$ cat src/rtl/alu_pkg.sv
// Shared opcode map, FSM state encoding and opcode helper for the pipelined ALU.
package alu_pkg;

    // Opcode map kept identical to the original combinational datapath ALU.
    localparam logic [3:0] OP_AND  = 4'h0;
    localparam logic [3:0] OP_OR   = 4'h1;
    localparam logic [3:0] OP_ADD  = 4'h2;
    localparam logic [3:0] OP_SLL  = 4'h3;
    localparam logic [3:0] OP_SLT  = 4'h4;
    localparam logic [3:0] OP_SLTU = 4'h5;
    localparam logic [3:0] OP_SUB  = 4'h6;
    localparam logic [3:0] OP_XOR  = 4'h7;
    localparam logic [3:0] OP_SRL  = 4'h8;
    localparam logic [3:0] OP_SRA  = 4'h9;
    localparam logic [3:0] OP_MUL  = 4'hA;

    // Control FSM states: waiting, multiply iterating, result held.
    localparam logic [1:0] ST_IDLE = 2'd0;
    localparam logic [1:0] ST_BUSY = 2'd1;
    localparam logic [1:0] ST_DONE = 2'd2;

    // Opcodes above MUL are undefined and complete with result 0 and illegal set.
    function automatic logic is_legal_op(input logic [3:0] op);
        return op <= OP_MUL;
    endfunction

endpackage

$ cat src/rtl/alu_mul_iter.sv
// Iterative shift-add multiplier: WIDTH steps, one partial product per cycle.
// done is high during the final step; product is valid while done is high.
module alu_mul_iter #(
    parameter int WIDTH = 32
) (
    input  logic             clk,
    input  logic             reset,
    input  logic             start,
    input  logic [WIDTH-1:0] multiplicand,
    input  logic [WIDTH-1:0] multiplier,
    output logic             done,
    output logic [WIDTH-1:0] product
);

    localparam int CW = $clog2(WIDTH) + 1;

    logic [WIDTH-1:0] mcand;
    logic [WIDTH-1:0] mplier;
    logic [WIDTH-1:0] acc;
    logic [CW-1:0]    count;
    logic [WIDTH-1:0] acc_next;

    // Accumulator value after the current step; becomes the product on the last step.
    assign acc_next = acc + (mplier[0] ? mcand : '0);
    assign done     = (count == CW'(1));
    assign product  = acc_next;

    // Load operands on start, then shift multiplicand left and multiplier right each step.
    // NOTE: sequential state uses non-blocking assignments so every register samples pre-edge values.
    always_ff @(posedge clk or negedge reset) begin
        if (!reset) begin
            mcand  <= '0;
            mplier <= '0;
            acc    <= '0;
            count  <= '0;
        end else if (start) begin
            mcand  <= multiplicand;
            mplier <= multiplier;
            acc    <= '0;
            count  <= CW'(WIDTH);
        end else if (count != '0) begin
            acc    <= acc_next;
            mcand  <= {mcand[WIDTH-2:0], 1'b0};
            mplier <= {1'b0, mplier[WIDTH-1:1]};
            count  <= count - CW'(1);
        end
    end

endmodule

$ cat src/rtl/alu_pipe.sv
// Handshaked ALU with registered result and flags; MUL runs on the iterative multiplier.
module alu_pipe
    import alu_pkg::*;
#(
    parameter int WIDTH = 32,
    parameter int SHW   = $clog2(WIDTH)
) (
    input  logic             clk,
    input  logic             reset,
    input  logic             in_valid,
    output logic             in_ready,
    input  logic [3:0]       alu_decode,
    input  logic [WIDTH-1:0] rda,
    input  logic [WIDTH-1:0] rdx,
    output logic             out_valid,
    input  logic             out_ready,
    output logic [WIDTH-1:0] result,
    output logic             zero,
    output logic             overflow,
    output logic             illegal
);

    logic [1:0]       state;
    logic             accept;
    logic             is_mul;
    logic [SHW-1:0]   shamt;
    logic [WIDTH-1:0] sum;
    logic [WIDTH-1:0] diff;
    logic [WIDTH-1:0] op_result;
    logic             op_overflow;
    logic             op_illegal;
    logic             mul_done;
    logic [WIDTH-1:0] mul_product;

    assign in_ready  = (state == ST_IDLE) || ((state == ST_DONE) && out_ready);
    assign out_valid = (state == ST_DONE);
    assign accept    = in_valid && in_ready;
    assign is_mul    = (alu_decode == OP_MUL);
    assign shamt     = rda[SHW-1:0];
    assign sum       = rdx + rda;
    assign diff      = rdx - rda;
    assign op_illegal = !is_legal_op(alu_decode);

    // Single-cycle operations and their signed-overflow flag.
    // NOTE: every output of a combinational block gets a default first, so no path infers a latch.
    always_comb begin
        op_result   = '0;
        op_overflow = 1'b0;
        case (alu_decode)
            OP_AND:  op_result = rda & rdx;
            OP_OR:   op_result = rda | rdx;
            OP_ADD: begin
                op_result   = sum;
                op_overflow = (rda[WIDTH-1] == rdx[WIDTH-1]) && (sum[WIDTH-1] != rdx[WIDTH-1]);
            end
            OP_SLL:  op_result = rdx << shamt;
            OP_SLT:  op_result = {{(WIDTH-1){1'b0}}, ($signed(rdx) < $signed(rda))};
            OP_SLTU: op_result = {{(WIDTH-1){1'b0}}, (rdx < rda)};
            OP_SUB: begin
                op_result   = diff;
                op_overflow = (rdx[WIDTH-1] != rda[WIDTH-1]) && (diff[WIDTH-1] != rdx[WIDTH-1]);
            end
            OP_XOR:  op_result = rda ^ rdx;
            OP_SRL:  op_result = rdx >> shamt;
            OP_SRA:  op_result = $signed(rdx) >>> shamt;
            default: op_result = '0;
        endcase
    end

    alu_mul_iter #(
        .WIDTH (WIDTH)
    ) u_mul (
        .clk          (clk),
        .reset        (reset),
        .start        (accept && is_mul),
        .multiplicand (rdx),
        .multiplier   (rda),
        .done         (mul_done),
        .product      (mul_product)
    );

    // Control FSM and result/flag registers; results hold until the consumer takes them.
    always_ff @(posedge clk or negedge reset) begin
        if (!reset) begin
            state    <= ST_IDLE;
            result   <= '0;
            zero     <= 1'b0;
            overflow <= 1'b0;
            illegal  <= 1'b0;
        end else begin
            case (state)
                ST_IDLE, ST_DONE: begin
                    if (accept) begin
                        if (is_mul) begin
                            state <= ST_BUSY;
                        end else begin
                            state    <= ST_DONE;
                            result   <= op_result;
                            zero     <= (op_result == '0);
                            overflow <= op_overflow;
                            illegal  <= op_illegal;
                        end
                    end else if ((state == ST_DONE) && out_ready) begin
                        state <= ST_IDLE;
                    end
                end
                ST_BUSY: begin
                    if (mul_done) begin
                        state    <= ST_DONE;
                        result   <= mul_product;
                        zero     <= (mul_product == '0);
                        overflow <= 1'b0;
                        illegal  <= 1'b0;
                    end
                end
                default: state <= ST_IDLE;
            endcase
        end
    end

endmodule

$ cat config.mk
export PLATFORM = sky130hd
export DESIGN_NAME = alu_pipe
export DESIGN_NICKNAME = d
export VERILOG_FILES = /design/src/rtl/alu_pkg.sv /design/src/rtl/alu_mul_iter.sv /design/src/rtl/alu_pipe.sv
export SDC_FILE = /design/constraint.sdc
export NUM_CORES = 1
export LEC_CHECK = 0
export BUFFER_PORTS_ARGS = -buffer_cell sky130_fd_sc_hd__buf_2
export CAP_MARGIN = 5
export CELL_PAD_IN_SITES_DETAIL_PLACEMENT = 0
export CELL_PAD_IN_SITES_GLOBAL_PLACEMENT = 2
export CORE_ASPECT_RATIO = 2
export CORE_MARGIN = 1
export CORE_UTILIZATION = 40
export DETAILED_ROUTE_END_ITERATION = 7
export GPL_TIMING_DRIVEN = 0
export PLACE_DENSITY = 0.83
export SKIP_LAST_GASP = 1
export SYNTH_ARGS = -nofsm -noshare
export SYNTH_HDL_FRONTEND = slang
export SYNTH_HIERARCHICAL = 1
export SYNTH_SLANG_ARGS = --single-unit
$ cat constraint.sdc
create_clock -name clk -period 9.9 [get_ports clk]
set_input_delay 0.99 -clock clk [delete_from_list [all_inputs] [get_ports clk]]
set_output_delay 0.99 -clock clk [all_outputs]
set_load 0.01 [all_outputs]
==> out/qor.yml, run 1 <==
synthesis:
  yosys.area.top_type: "dfrtp_1"
  synth-seq-cells: 139
  ys_warn_count: 6
  ys_seq_area_share_pct: 19.4
  synth_flop_cell: "dfrtp_1"
  synth_edf_count: 0
  async_reset_ff_share_pct: 100
  synth_area_leaders: "dfrtp_1 (19%), ha_1 (9.9%), mux2i_1 (8.0%)"
  syn-num-nets: 2581
  syn_inst: 2364
  netlist.area_leader.share_pct: 19.4
  syn_area_per_cell_um2: 7.59
  synth_cell_types: 101
  netlist_area_um2: 17900
outcome:
  error_line: "[ERROR GRT-0116] Global routing finished with congestion. Check the congestion regions in the DRC Viewer."
  haltStage: "global routing (5_1_grt)"
  status: "aborted with a tool error"
global_route:
  grt_pass1_vias: 23000
  grt_max_degree: 96
  track_usage_pct: 55.9
  grt_pass1_wl_um: 180000
  overflow: 162
clocking:
  ctsHtreeMaxLevel: 4
  postCtsHoldBufs: 0
  numCtsBuffers: 17
  postCtsSetupBuffers: 0
  numClockSinks: 139
  clk_path_buf_depth: 2
  ctsResizeCount: 0
  cts_root_buf: "clkbuf_16"
floorplan:
  fp.dieH_um: 302
  start_util_pct: 40.6
  io_pins: 109
  row_count: 109
  die_width_um: 152
placement:
  dp_hpwl_um: 92900
  place_area_um2: 19200
  post-place-cells: 3032
  port_buffers: 107
  gp_congestion: 1.15
-- stage by stage --
stage                     hold slack (ps)  setup WS (ps)  util, %
after CTS                             479           2660     45.0
after floorplan                       473           4860        -
after detailed placement              478           2220     43.6
after global placement                464           2080     43.4
-- cells in the mapped netlist (27+ instances only) --
cell type	number
mux2_2	32
clkbuf_1	110
o211ai_1	32
inv_1	106
o21ai_0	174
nor3_1	55
xnor2_1	31
mux2i_1	144
a21o_1	34
dfrtp_1	139
nand2_1	281
a21oi_1	213
nor2b_1	27
ha_1	142
nand3_1	46
and2_1	40
buf_2	34
nand2b_1	27
nor2_1	203
-- logic make-up after synthesis --
family | count (synthesis) | synth area share (%)
AND/OR/NAND/NOR | 791 | 20.6
multiplexers | 206 | 13.6
flip-flops | 139 | 19.4
AO/OA/AOI/OAI | 751 | 27.2
adder cells (fa/ha/maj) | 145 | 10.2
XOR/XNOR | 49 | 2.39
buffers and inverters | 283 | 6.59
-- routing by layer --
metal / track usage [%] / overflow
met1: 53.3 / 1
met2: 85.6 / 96
met4: 61.7 / 65
met5: 0.889 / 0
met3: 22.4 / 0
==> inputs of run 2 (changes only) <==
Settings changed: CELL_PAD_IN_SITES_DETAIL_PLACEMENT 0 to not set, CELL_PAD_IN_SITES_GLOBAL_PLACEMENT 2 to not set, CORE_ASPECT_RATIO 2 to not set, PLACE_DENSITY 0.83 to not set, PLACE_DENSITY_LB_ADDON set to 0.15.
==> out/qor.yml, run 2 <==
clocking:
  cts_tree: "done"
  clk_path_buf_depth: 2
  postCtsHoldBufs: 0
  numClockSinks: 139
  numCtsBuffers: 17
  cts_root_buf: "clkbuf_16"
  clock_latency_ps: 480
  clk_pin_slew_ps: 60
  postCtsSetupBuffers: 0
  ctsResizeCount: 0
  ctsHtreeMaxLevel: 4
timing:
  final_hold_viol_count: 0
  tightest_slew_ps: 1380
  setup_viol: 0
  finClkSkew_ps: 10.8
  slew_headroom_pct: 7.84
  grt_setup_unrepaired: "no"
  post-route-min-period_ps: 7810
  finalSetupTns_ps: 0
  max_freq_mhz: 128
  fin_crit_sh_pct: 78.9
  slew_viol_final: 0
critical_path:
  cp.required_ps: 10300
  r2r_end: "zero$_DFFE_PN0P_"
  r2r_start: "u_mul/mplier[0]$_DFFE_PN0P_"
  crit_slowest_cell: "buf_1"
  rrSetupSlack_ps: 5100
  crit_arrival_ps: 8210
  cp-end-kind: "register"
  critPathLaunch: "rda[2]"
  endpoint: "zero$_DFFE_PN0P_"
  path_cells: "buf_2 > clkbuf_1 > inv_1 > buf_1 > clkbuf_1 > ha_1 > clkbuf_2 > o21ai_0 > o21bai_1 > a2bb2oi_1 > a311oi_1 > o21ai_1 > a211oi_1 > nor4_1 > a2111o_1 > nor3_1 > o221ai_1 > or4_1 > o21ai_1"
  worst-setup-path-type: "input port to register"
  cp_slowest_stage_delay_ps: 880
  critPathMaxFanout: 11
  cp-start-kind: "input port"
  reg2reg_depth: 16
placement:
  post-place-cells: 3066
  dp_hpwl_um: 79000
  port_buffers: 107
  gp_congestion: 1.08
synthesis:
  syn_area_per_cell_um2: 7.59
  synth_top_cells_by_count: "nand2_1 (281), a21oi_1 (213), nor2_1 (203)"
  synth_edf_count: 0
  ys_warn_count: 6
  syn_inst: 2364
  ys_seq_area_share_pct: 19.4
  synth_area_leaders: "dfrtp_1 (19%), ha_1 (9.9%), mux2i_1 (8.0%)"
  syn-num-nets: 2581
  netlist_area_um2: 17900
  netlist.area_leader.share_pct: 19.4
  synth-seq-cells: 139
  synth_flop_cell: "dfrtp_1"
  async_reset_ff_share_pct: 100
  yosys.area.top_type: "dfrtp_1"
  synth_cell_types: 101
  synth.most_common_cell: "nand2_1"
global_route:
  grt_max_degree: 72
  antenna_found_initial: 2
  grt_pass1_wl_um: 140000
  overflow: 0
  track_usage_pct: 43.5
  grt_pass1_vias: 19700
pwr:
  ir_drop_mv: 0.0969
  p_leak_nw: 9.08
  powerDensity_nw_per_um2: 169
  p_total_mw: 3.36
final_layout:
  fin_util_pct: 44.9
  final_cell_mix: "nand2_1 (281), a21oi_1 (213), nor2_1 (203)"
  final_common_cell: "nand2_1"
  fin_cells: 3100
  fin_nets: 2711
  syn_to_final_growth_pct: 10.7
  drive_gt1_share_pct: 11.4
  fillers: 4618
floorplan:
  fp.dieH_um: 214
  core_area_um2: 44200
  die_area_um2: 45700
  start_util_pct: 40.6
  row_count: 77
  io_pins: 109
  die_width_um: 214
drt:
  drt-total-wl_um: 98600
  wire_per_inst_um: 31.8
  ant_nets: 0
  via_per_inst: 6.57
  first_pass_iters: 6
  drtIter0Drc: 2598
  drc: 0
  vias: 20400
outcome:
  status: "completed"
min_path:
  min_path_type: "register to register"
run:
  drv_cap: 0
[run 2: cell counts after synthesis]
Identical to the previous run, type by type.
[run 2: cell type report]
class / count / area, um2 / share of cell area [%]
multi-input combinational: 1942 / 13300 / 66.9
sequential: 139 / 3480 / 17.5
buffer: 173 / 769 / 3.87
tap: 592 / 741 / 3.73
timing repair buffer: 111 / 593 / 2.98
clock buffer: 19 / 443 / 2.23
inverter: 110 / 413 / 2.08
clock inverter: 13 / 140 / 0.705
antenna: 1 / 2.50 / 0.0126
[run 2: how the worst min path moves through the flow]
| stage | depth (start not counted) | slack [ps] | start | endpoint |
|---|---|---|---|---|
| floorplan | 1 | 470 | u_mul/acc[19]$_DFFE_PN0P_ | u_mul/acc[19]$_DFFE_PN0P_ |
| global placement | 2 | 470 | result[2]$_DFFE_PN0P_ | result[2]$_DFFE_PN0P_ |
| detailed placement | 2 | 470 | result[30]$_DFFE_PN0P_ | result[30]$_DFFE_PN0P_ |
| CTS | 2 | 490 | result[30]$_DFFE_PN0P_ | result[30]$_DFFE_PN0P_ |
| global route | 2 | 520 | result[6]$_DFFE_PN0P_ | result[6]$_DFFE_PN0P_ |
| finish | 2 | 480 | result[30]$_DFFE_PN0P_ | result[30]$_DFFE_PN0P_ |
[run 2: report_power, final]
group	total (mW)	internal, mW	switching (mW)
logic	1.81	0.612	1.19
clock network	0.652	0.377	0.275
registers	0.903	0.768	0.135
total	3.36	1.76	1.60
[run 2: cells by family after synthesis]
logic type	after synthesis	synth area share, %
AO/OA/AOI/OAI	751	27.2
XOR/XNOR	49	2.39
flip-flops	139	19.4
buffers and inverters	283	6.59
adder cells (fa/ha/maj)	145	10.2
multiplexers	206	13.6
AND/OR/NAND/NOR	791	20.6
[run 2: through the flow]
stage / hold WS [ps] / setup slack, ps / area [um2]
after floorplan: 473 / 4860 / 17900
after global placement: 466 / 1800 / 19200
after detailed placement: 475 / 2100 / 19300
after CTS: 490 / 2570 / 19900
after global routing: 521 / 2130 / 19900
final: 478 / 2090 / 19900
[run 2: metal layers]
layer	global-route usage, %	up-vias	part of all wire (%)	wire, um
met5	0	-	0.014	14
met3	11.7	354	9.7	9560
met1	50.7	9859	38	37200
met4	33.4	2	8.6	8520
met2	67.9	1238	44	43300
li1	-	8912	-	-
[run 2: critical path: cells and delay by family]
family / cells / cell delay [ps]
adder cells (fa/ha/maj): 1 / 370
AO/OA/AOI/OAI: 9 / 3160
AND/OR/NAND/NOR: 3 / 1070
buffers and inverters: 6 / 2590
Note: power is estimated with default switching activity, not from simulation.
